--- src/rtl/hazard_ctrl.sv ---
// Hazard/forwarding controller for the 5-stage core: forwarding selects, stall/flush, memory watchdog.
// Optional HAZARD_PERF_EN adds 32-bit stall/flush cycle counters.
module hazard_ctrl #(
    parameter int ADDR_WIDTH  = 5,
    parameter int TMO_WIDTH   = 8,
    parameter int MEM_TIMEOUT = 200
) (
    input  logic                  clk,
    input  logic                  rst,
    input  logic [ADDR_WIDTH-1:0] id_rs1,
    input  logic [ADDR_WIDTH-1:0] id_rs2,
    input  logic [ADDR_WIDTH-1:0] id_rd,
    input  logic                  id_reg_write,
    input  logic                  id_is_load,
    input  logic                  id_mem_en,
    input  logic                  ex_pc_src,
    input  logic                  dmem_ready,
    output logic [1:0]            fwd_a_sel,
    output logic [1:0]            fwd_b_sel,
    output logic                  stall_fd,
    output logic                  stall_all,
    output logic                  flush_d,
    output logic                  flush_e,
    output logic                  mem_err,
    output logic [31:0]           perf_stall,
    output logic [31:0]           perf_flush
);

    typedef enum logic {RUN, MEM_WAIT} state_t;

    localparam logic [TMO_WIDTH-1:0] TMO_LAST = TMO_WIDTH'(MEM_TIMEOUT - 1);
    localparam logic [TMO_WIDTH-1:0] TMO_MAX  = '1;

    logic [ADDR_WIDTH-1:0] e_rs1_q, e_rs1_d;
    logic [ADDR_WIDTH-1:0] e_rs2_q, e_rs2_d;
    logic [ADDR_WIDTH-1:0] e_rd_q, e_rd_d;
    logic                  e_rw_q, e_rw_d;
    logic                  e_load_q, e_load_d;
    logic                  e_mem_q, e_mem_d;
    logic [ADDR_WIDTH-1:0] m_rd_q, m_rd_d;
    logic                  m_rw_q, m_rw_d;
    logic                  m_mem_q, m_mem_d;
    logic [ADDR_WIDTH-1:0] w_rd_q, w_rd_d;
    logic                  w_rw_q, w_rw_d;

    state_t                state_q, state_d;
    logic [TMO_WIDTH-1:0]  tmo_q, tmo_d;
    logic                  mem_err_q, mem_err_d;

    logic                  load_use;
    logic                  m_fwd_ok;
    logic                  w_fwd_ok;

    always_comb begin
        m_fwd_ok = m_rw_q && (m_rd_q != '0);
        w_fwd_ok = w_rw_q && (w_rd_q != '0);

        fwd_a_sel = 2'd0;
        if (m_fwd_ok && (m_rd_q == e_rs1_q))
            fwd_a_sel = 2'd2;
        else if (w_fwd_ok && (w_rd_q == e_rs1_q))
            fwd_a_sel = 2'd1;

        fwd_b_sel = 2'd0;
        if (m_fwd_ok && (m_rd_q == e_rs2_q))
            fwd_b_sel = 2'd2;
        else if (w_fwd_ok && (w_rd_q == e_rs2_q))
            fwd_b_sel = 2'd1;
    end

    // A pending memory access overrides everything; branch squashes the load-use stall.
    always_comb begin
        load_use  = e_load_q && (e_rd_q != '0) &&
                    ((e_rd_q == id_rs1) || (e_rd_q == id_rs2));
        stall_all = m_mem_q && !dmem_ready;
        stall_fd  = stall_all || (load_use && !ex_pc_src);
        flush_d   = !stall_all && ex_pc_src;
        flush_e   = !stall_all && (ex_pc_src || load_use);
    end

    always_comb begin
        e_rs1_d  = e_rs1_q;
        e_rs2_d  = e_rs2_q;
        e_rd_d   = e_rd_q;
        e_rw_d   = e_rw_q;
        e_load_d = e_load_q;
        e_mem_d  = e_mem_q;
        m_rd_d   = m_rd_q;
        m_rw_d   = m_rw_q;
        m_mem_d  = m_mem_q;
        w_rd_d   = w_rd_q;
        w_rw_d   = w_rw_q;
        if (!stall_all) begin
            if (flush_e || stall_fd) begin
                e_rs1_d  = '0;
                e_rs2_d  = '0;
                e_rd_d   = '0;
                e_rw_d   = 1'b0;
                e_load_d = 1'b0;
                e_mem_d  = 1'b0;
            end else begin
                e_rs1_d  = id_rs1;
                e_rs2_d  = id_rs2;
                e_rd_d   = id_rd;
                e_rw_d   = id_reg_write;
                e_load_d = id_is_load;
                e_mem_d  = id_mem_en;
            end
            m_rd_d  = e_rd_q;
            m_rw_d  = e_rw_q;
            m_mem_d = e_mem_q;
            w_rd_d  = m_rd_q;
            w_rw_d  = m_rw_q;
        end
    end

    always_comb begin
        state_d   = state_q;
        tmo_d     = '0;
        mem_err_d = mem_err_q;
        unique case (state_q)
            RUN: begin
                if (stall_all)
                    state_d = MEM_WAIT;
            end
            MEM_WAIT: begin
                if (dmem_ready) begin
                    state_d = RUN;
                end else begin
                    tmo_d = (tmo_q == TMO_MAX) ? tmo_q : tmo_q + 1'b1;
                    if (tmo_d == TMO_LAST)
                        mem_err_d = 1'b1;
                end
            end
            default: state_d = RUN;
        endcase
    end

    always_ff @(posedge clk or posedge rst) begin
        if (rst) begin
            e_rs1_q   <= '0;
            e_rs2_q   <= '0;
            e_rd_q    <= '0;
            e_rw_q    <= 1'b0;
            e_load_q  <= 1'b0;
            e_mem_q   <= 1'b0;
            m_rd_q    <= '0;
            m_rw_q    <= 1'b0;
            m_mem_q   <= 1'b0;
            w_rd_q    <= '0;
            w_rw_q    <= 1'b0;
            state_q   <= RUN;
            tmo_q     <= '0;
            mem_err_q <= 1'b0;
        end else begin
            e_rs1_q   <= e_rs1_d;
            e_rs2_q   <= e_rs2_d;
            e_rd_q    <= e_rd_d;
            e_rw_q    <= e_rw_d;
            e_load_q  <= e_load_d;
            e_mem_q   <= e_mem_d;
            m_rd_q    <= m_rd_d;
            m_rw_q    <= m_rw_d;
            m_mem_q   <= m_mem_d;
            w_rd_q    <= w_rd_d;
            w_rw_q    <= w_rw_d;
            state_q   <= state_d;
            tmo_q     <= tmo_d;
            mem_err_q <= mem_err_d;
        end
    end

    assign mem_err = mem_err_q;

`ifdef HAZARD_PERF_EN
    logic [31:0] perf_stall_q, perf_stall_d;
    logic [31:0] perf_flush_q, perf_flush_d;

    always_comb begin
        perf_stall_d = perf_stall_q + {31'd0, stall_fd};
        perf_flush_d = perf_flush_q + {31'd0, flush_e};
    end

    always_ff @(posedge clk or posedge rst) begin
        if (rst) begin
            perf_stall_q <= '0;
            perf_flush_q <= '0;
        end else begin
            perf_stall_q <= perf_stall_d;
            perf_flush_q <= perf_flush_d;
        end
    end

    assign perf_stall = perf_stall_q;
    assign perf_flush = perf_flush_q;
`else
    assign perf_stall = '0;
    assign perf_flush = '0;
`endif

endmodule

--- config.mk ---
export PLATFORM = sky130hd
export DESIGN_NAME = hazard_ctrl
export DESIGN_NICKNAME = d
export VERILOG_FILES = /design/src/rtl/hazard_ctrl.sv
export SDC_FILE = /design/constraint.sdc
export NUM_CORES = 1
export LEC_CHECK = 0
export CORE_MARGIN = 1
export CORE_UTILIZATION = 44
export CTS_CLUSTER_DIAMETER = 40
export DETAILED_ROUTE_END_ITERATION = 8
export HOLD_SLACK_MARGIN = 0.03
export PLACE_DENSITY = 0.76
export SLEW_MARGIN = 10
export SYNTH_ARGS = -nofsm -noshare
export SYNTH_HDL_FRONTEND = slang
export SYNTH_SLANG_ARGS = --single-unit
--- constraint.sdc ---
create_clock -name clk -period 1.9 [get_ports clk]
set_input_delay 0.285 -clock clk [delete_from_list [all_inputs] [get_ports clk]]
set_output_delay 0.285 -clock clk [all_outputs]
set_load 0.01 [all_outputs]
---- After elaboration in Yosys (flattened, before gate mapping) ----
Cells that the tools add are included.
storage, ports and cells
  ROM bits ................................ 0
  memories kept ........................... 0
  output and inout bits ................... 73
  memory bits (writable) .................. 0
  word-level logic and storage cells ...... 64
  latch bits .............................. 0
  register bits ........................... 41
operators by class
  equal/unequal tests ..................... 8
  shift operators ......................... 0
  reduce and logical (&&, ||, !) cells .... 23
  order comparisons ....................... 0
  add/subtract/negate cells ............... 1
  mux-type cells .......................... 16
  bitwise operators ....................... 2
  div/mod/pow operators ................... 0
  $mul .................................... 0
operators with widths
  operator               count
  $eq A5 B5 Y1           6
  $mux W8                3
  $eq A8 B8 Y1 const B   2
  $mux W5                3
  $reduce_bool A5 Y1     3
  $logic_and A1 B1 Y1    12
  $add A8 B1 Y8 const B  1
  $mux W1                7
  $logic_or A1 B1 Y1     4
  $mux W2                2
  $logic_not A1 Y1       3
  $reduce_and A3 Y1      1
  $not A1 Y1             2
  $pmux W1 S2            1

---- Depth between registers and ports, before layout ----
  depth in word-level cells ............... 7
  depth in mapped cells ................... 7

---- Least setup slack after synthesis ----
No wires, ideal clock.
  path type ............................... reg2out
  start point ............................. register m_rd_q[4]
  end point ............................... output fwd_a_sel[0]
  cell stages (with the launch flop) ...... 5
  data required time ...................... 1.615 ns
  slack ................................... 0.059 ns
  data arrival time ....................... 1.556 ns
  path through ............................ dfrtp_1 > or4_1 > o21ai_2 > nor4_1 > nor4_2
on the way
  word-level cells in the longest chain between the ends .. 4
  elaborated cells on any way between the ends .. 5
  those cells by class .................... eq/ne (1); mux (1); reduce/logical (3)
RTL lines
  item                      RTL line  text
  start: declaration        40        logic [ADDR_WIDTH-1:0] m_rd_q, m_rd_d;
  start signal: assignment  162       m_rd_q <= m_rd_d;
  $reduce_bool A5 Y1        55        m_fwd_ok = m_rw_q && (m_rd_q != '0);
  $logic_and A1 B1 Y1       55
  $logic_and A1 B1 Y1 *     59        if (m_fwd_ok && (m_rd_q == e_rs1_q))
  $mux W2 *                 59
  end: declaration          18        output logic [1:0] fwd_a_sel,
Mark *: on every way between the ends. The rest lies on a longest branch, timed or not.

---- Final worst setup path ----
  start point ............................. register w_rd_q[0]
  end point ............................... output fwd_a_sel[0]
on the way
  word-level cells in the longest chain between the ends .. 5
  elaborated cells on any way between the ends .. 6
  those cells by class .................... eq/ne (1); mux (2); reduce/logical (3)
RTL lines
  item                      RTL line  text
  start: declaration        43        logic [ADDR_WIDTH-1:0] w_rd_q, w_rd_d;
  start signal: assignment  165       w_rd_q <= w_rd_d;
  $reduce_bool A5 Y1        56        w_fwd_ok = w_rw_q && (w_rd_q != '0);
  $logic_and A1 B1 Y1       56
  $logic_and A1 B1 Y1 *     61        else if (w_fwd_ok && (w_rd_q == e_rs1_q))
  $mux W1 *                 61
  $mux W2 *                 59
Marked as above.

==> impl_metrics.sql <==
INSERT INTO impl_metrics (metric_group, metric, value, unit) VALUES
('sta', 'report.final.slew_viol_count', '0', ''),
('setup_path', 'worstPathArrival', '1930', 'ps'),
('floorplan', 'floorplan.die.height', '84.6', 'microns'),
('cells_and_area', 'layout.core_utilization', '56.0', '%'),
('cells_and_area', 'num-fill-cells', '574', ''),
('clock_tree', 'tritoncts', 'done', ''),
('power', 'p_leak', '1.67', 'nW'),
('floorplan', 'std_cell_rows', '29', ''),
('cells_and_area', 'regArea', '1030', 'sq um'),
('floorplan', 'floorplan.io_pins', '95', ''),
('sta', 'timing.clock.skew', '3.28', 'ps'),
('synthesis', 'synth-edff-count', '0', ''),
('setup_path', 'worst_setup_end_kind', 'primary output', ''),
('sta', 'finalWorstSetupSlack', '-313', 'ps'),
('sta', 'smallest_hold_slack', '427', 'ps'),
('clock_tree', 'path_clk_slew', '80', 'ps'),
('cells_and_area', 'multiInputGateArea', '1720', 'sq um'),
('setup_path', 'critPathKind', 'reg -> out', ''),
('clock_tree', 'cts_root_buf', 'sky130_fd_sc_hd__clkbuf_8', ''),
('clock_tree', 'clock_tree.htree_level_count', '2', ''),
('synthesis', 'number_of_cells_produced_by_synthesis', '344', ''),
('synthesis', 'ys_async_sr_fraction', '100', '%'),
('setup_path', 'worst-path-max-fanout', '2', ''),
('cells_and_area', 'drive_above_1_share', '18.7', '%'),
('clock_tree', 'number_of_buffers_created_by_cts', '5', ''),
('flow_run', 'maxCapViolations', '0', ''),
('power', 'power.ir.vdd_worst', '0.592', 'mV'),
('sta', 'tns', '-1370', 'ps'),
('sta', 'setup_viol', '6', ''),
('global_route', 'first_global_vias', '2254', ''),
('detailed_routing', 'antenna_violating_nets_left', '0', ''),
('sta', 'achievable-frequency', '452', 'MHz'),
('global_route', 'globalRoute.totalOverflow', '0', ''),
('cells_and_area', 'syn2layout_area_growth', '20.3', '%'),
('power', 'p_per_area', '1040', 'nW/um^2'),
('sta', 'layout_worst_path_cycle_share', '116', '%'),
('synthesis', 'synth_register_bits', '41', ''),
('run_status', 'outcome', 'finished, violations left', ''),
('power', 'switching_share', '37.4', '%'),
('sta', 'final.min_clock_period', '2210', 'ps'),
('power', 'logic_gate_share_of_total_power', '45.7', '%'),
('clock_tree', 'clock_tree.buffer_depth', '2', ''),
('power', 'p_switching', '0.00141', 'W'),
('clock_tree', 'tritoncts_num_sinks', '41', ''),
('power', 'power_frac_seq', '34.9', '%'),
('placed_design', 'gpl.final_weighted_congestion', '0.862', ''),
('detailed_routing', 'via_count', '2446', ''),
('sta', 'grt_setup_unrepaired', 'true', ''),
('power', 'clock_group_share_of_total_power', '19.4', '%'),
('detailed_routing', 'initialDrtViolationCount', '267', ''),
('run_status', 'violated_checks', 'setup timing', ''),
('placed_design', 'place.detailed.hpwl', '4530', 'microns'),
('detailed_routing', 'drc', '0', ''),
('power', 'power_report.internal_total', '0.00236', 'W'),
('global_route', 'grt_max_degree', '49', ''),
('placed_design', 'worst_setup_slack_after_placement', '-493', 'ps'),
('global_route', 'track_usage', '19.2', '%'),
('floorplan', 'die_width', '84.6', 'microns'),
('floorplan', 'fp.dieArea', '7160', 'sq um'),
('synthesis', 'yosys_warnings', '0', ''),
('cells_and_area', 'most-common-layout-cells', 'sky130_fd_sc_hd__conb_1 (64), sky130_fd_sc_hd__nand2_1 (44), sky130_fd_sc_hd__buf_4 (42)', ''),
('synthesis', 'post_synth.cell_area_avg', '8.73', 'sq um'),
('floorplan', 'initial_core_util', '46.5', '%'),
('sta', 'hold_viol', '0', ''),
('cells_and_area', 'layout_commonest_cell', 'sky130_fd_sc_hd__conb_1', ''),
('detailed_routing', 'drt_first_pass_iters', '6', ''),
('setup_path', 'rr_worst_depth', '6', ''),
('cells_and_area', 'layout.nets', '428', ''),
('cells_and_area', 'insertedDiodeCount', '0', ''),
('placed_design', 'io_buffers', '30', ''),
('synthesis', 'synth_cell_types', '44', '');
==> area by class of cell <==
class	count	area share, %
Inverter	3	0.312
Clock inverter	1	0.831
Multi-Input combinational cell	278	47.5
Sequential cell	41	28.4
Timing Repair Buffer	76	18.0
Tap cell	77	2.67
Clock buffer	7	2.39
==> synthesized netlist by cell type, types with 4 or more instances <==
cell type,instances,area (sq um)
sky130_fd_sc_hd__dfrtp_1,41,1030
sky130_fd_sc_hd__xnor2_1,18,158
sky130_fd_sc_hd__nand3b_1,18,135
sky130_fd_sc_hd__o21ai_0,23,115
sky130_fd_sc_hd__or4_1,4,30.0
sky130_fd_sc_hd__a22oi_1,18,135
sky130_fd_sc_hd__nand3_1,8,40.0
sky130_fd_sc_hd__nand2_1,44,165
sky130_fd_sc_hd__buf_2,6,30.0
sky130_fd_sc_hd__nor3b_1,18,135
sky130_fd_sc_hd__xor2_1,14,123
sky130_fd_sc_hd__nor2_1,7,26.3
sky130_fd_sc_hd__clkbuf_1,13,48.8
sky130_fd_sc_hd__a31oi_1,5,31.3
sky130_fd_sc_hd__nand2b_1,4,25.0
sky130_fd_sc_hd__buf_4,65,488
==> flip-flops by register name, indices dropped and copies added, names as in the netlist <==
| register | flops |
|---|---|
| tmo_q | 8 |
| e_rd_q | 5 |
| e_rs1_q | 5 |
| e_rs2_q | 5 |
| m_rd_q | 5 |
| w_rd_q | 5 |
| e_load_q | 1 |
| e_mem_q | 1 |
| e_rw_q | 1 |
| m_mem_q | 1 |
| m_rw_q | 1 |
| mem_err | 1 |
| state_q | 1 |
| w_rw_q | 1 |
==> repair_timing <==
| action | in CTS | in global routing |
|---|---|---|
| pin swaps | 12 | 9 |
| setup endpoints to repair | 8 | 6 |
| gates resized for setup | 42 | 4 |
| buffers inserted | 6 | 1 |
==> final timing paths <==
path | start | end | slack (ps)
setup / recovery | w_rd_q[0]$_DFFE_PP0N_ | fwd_a_sel[0] | -310
hold / removal | rst | tmo_q[5]$_DFF_PP0_ | 430
setup reg to reg | e_rd_q[4]$_DFFE_PP0N_ | e_rd_q[2]$_DFFE_PP0N_ | 130
hold reg to reg | e_mem_q$_DFFE_PP0N_ | m_mem_q$_DFFE_PP0N_ | 470
max in group asynchronous | rst | m_rd_q[2]$_DFFE_PP0N_ | 1120
min in group clk | e_mem_q$_DFFE_PP0N_ | m_mem_q$_DFFE_PP0N_ | 470
==> power groups by stage <==
stage	clock [W]	combinational, W	sequential [W]
global placement	0	0.00143	0.00131
finish	0.000733	0.00172	0.00131
global route	0.000777	0.00189	0.00135
detailed placement	0	0.00146	0.00133
CTS	0.000749	0.00166	0.00131
floorplan	0	0.000951	0.00133
==> through the flow <==
| step | cell area, sq um | std cells | power [W] |
|---|---|---|---|
| 2_1_floorplan | 3240 | 407 | 0.00228 |
| 3_3_place_gp | 3370 | 469 | 0.00274 |
| 6_report | 3610 | 483 | 0.00377 |
| 3_5_place_dp | 3370 | 469 | 0.00279 |
| 5_1_grt | 3610 | 483 | 0.00401 |
| 4_1_cts | 3580 | 482 | 0.00371 |
==> critical path, stage by stage, from the launching register on <==
cell                      delay (ps)
sky130_fd_sc_hd__dfrtp_1         390
sky130_fd_sc_hd__buf_6           120
sky130_fd_sc_hd__buf_6           110
sky130_fd_sc_hd__xor2_1          150
sky130_fd_sc_hd__or4_4           430
sky130_fd_sc_hd__nor4_4          260
sky130_fd_sc_hd__buf_2           160
==> cells by family after synthesis <==
| group | share of synthesized area [%] |
|---|---|
| AO/OA/AOI/OAI | 13.1 |
| XOR/XNOR | 9.33 |
| adder cells (fa/ha/maj) | 0.416 |
| buffers and inverters | 19.6 |
| flip-flops | 34.2 |
| multiplexers | 0.666 |
| other | 0.125 |
| AND/OR/NAND/NOR | 22.6 |
==> routing by layer <==
layer  GRT usage [%]  up-vias  part of all wire (%)
li1                -     1182                     -
met1            25.8     1160                    45
met2            31.2       96                    48
met3            2.56        8                   5.3
met4            8.01        0                   1.6
met5               0        -                     0
Power figures use the tool's default switching activity.
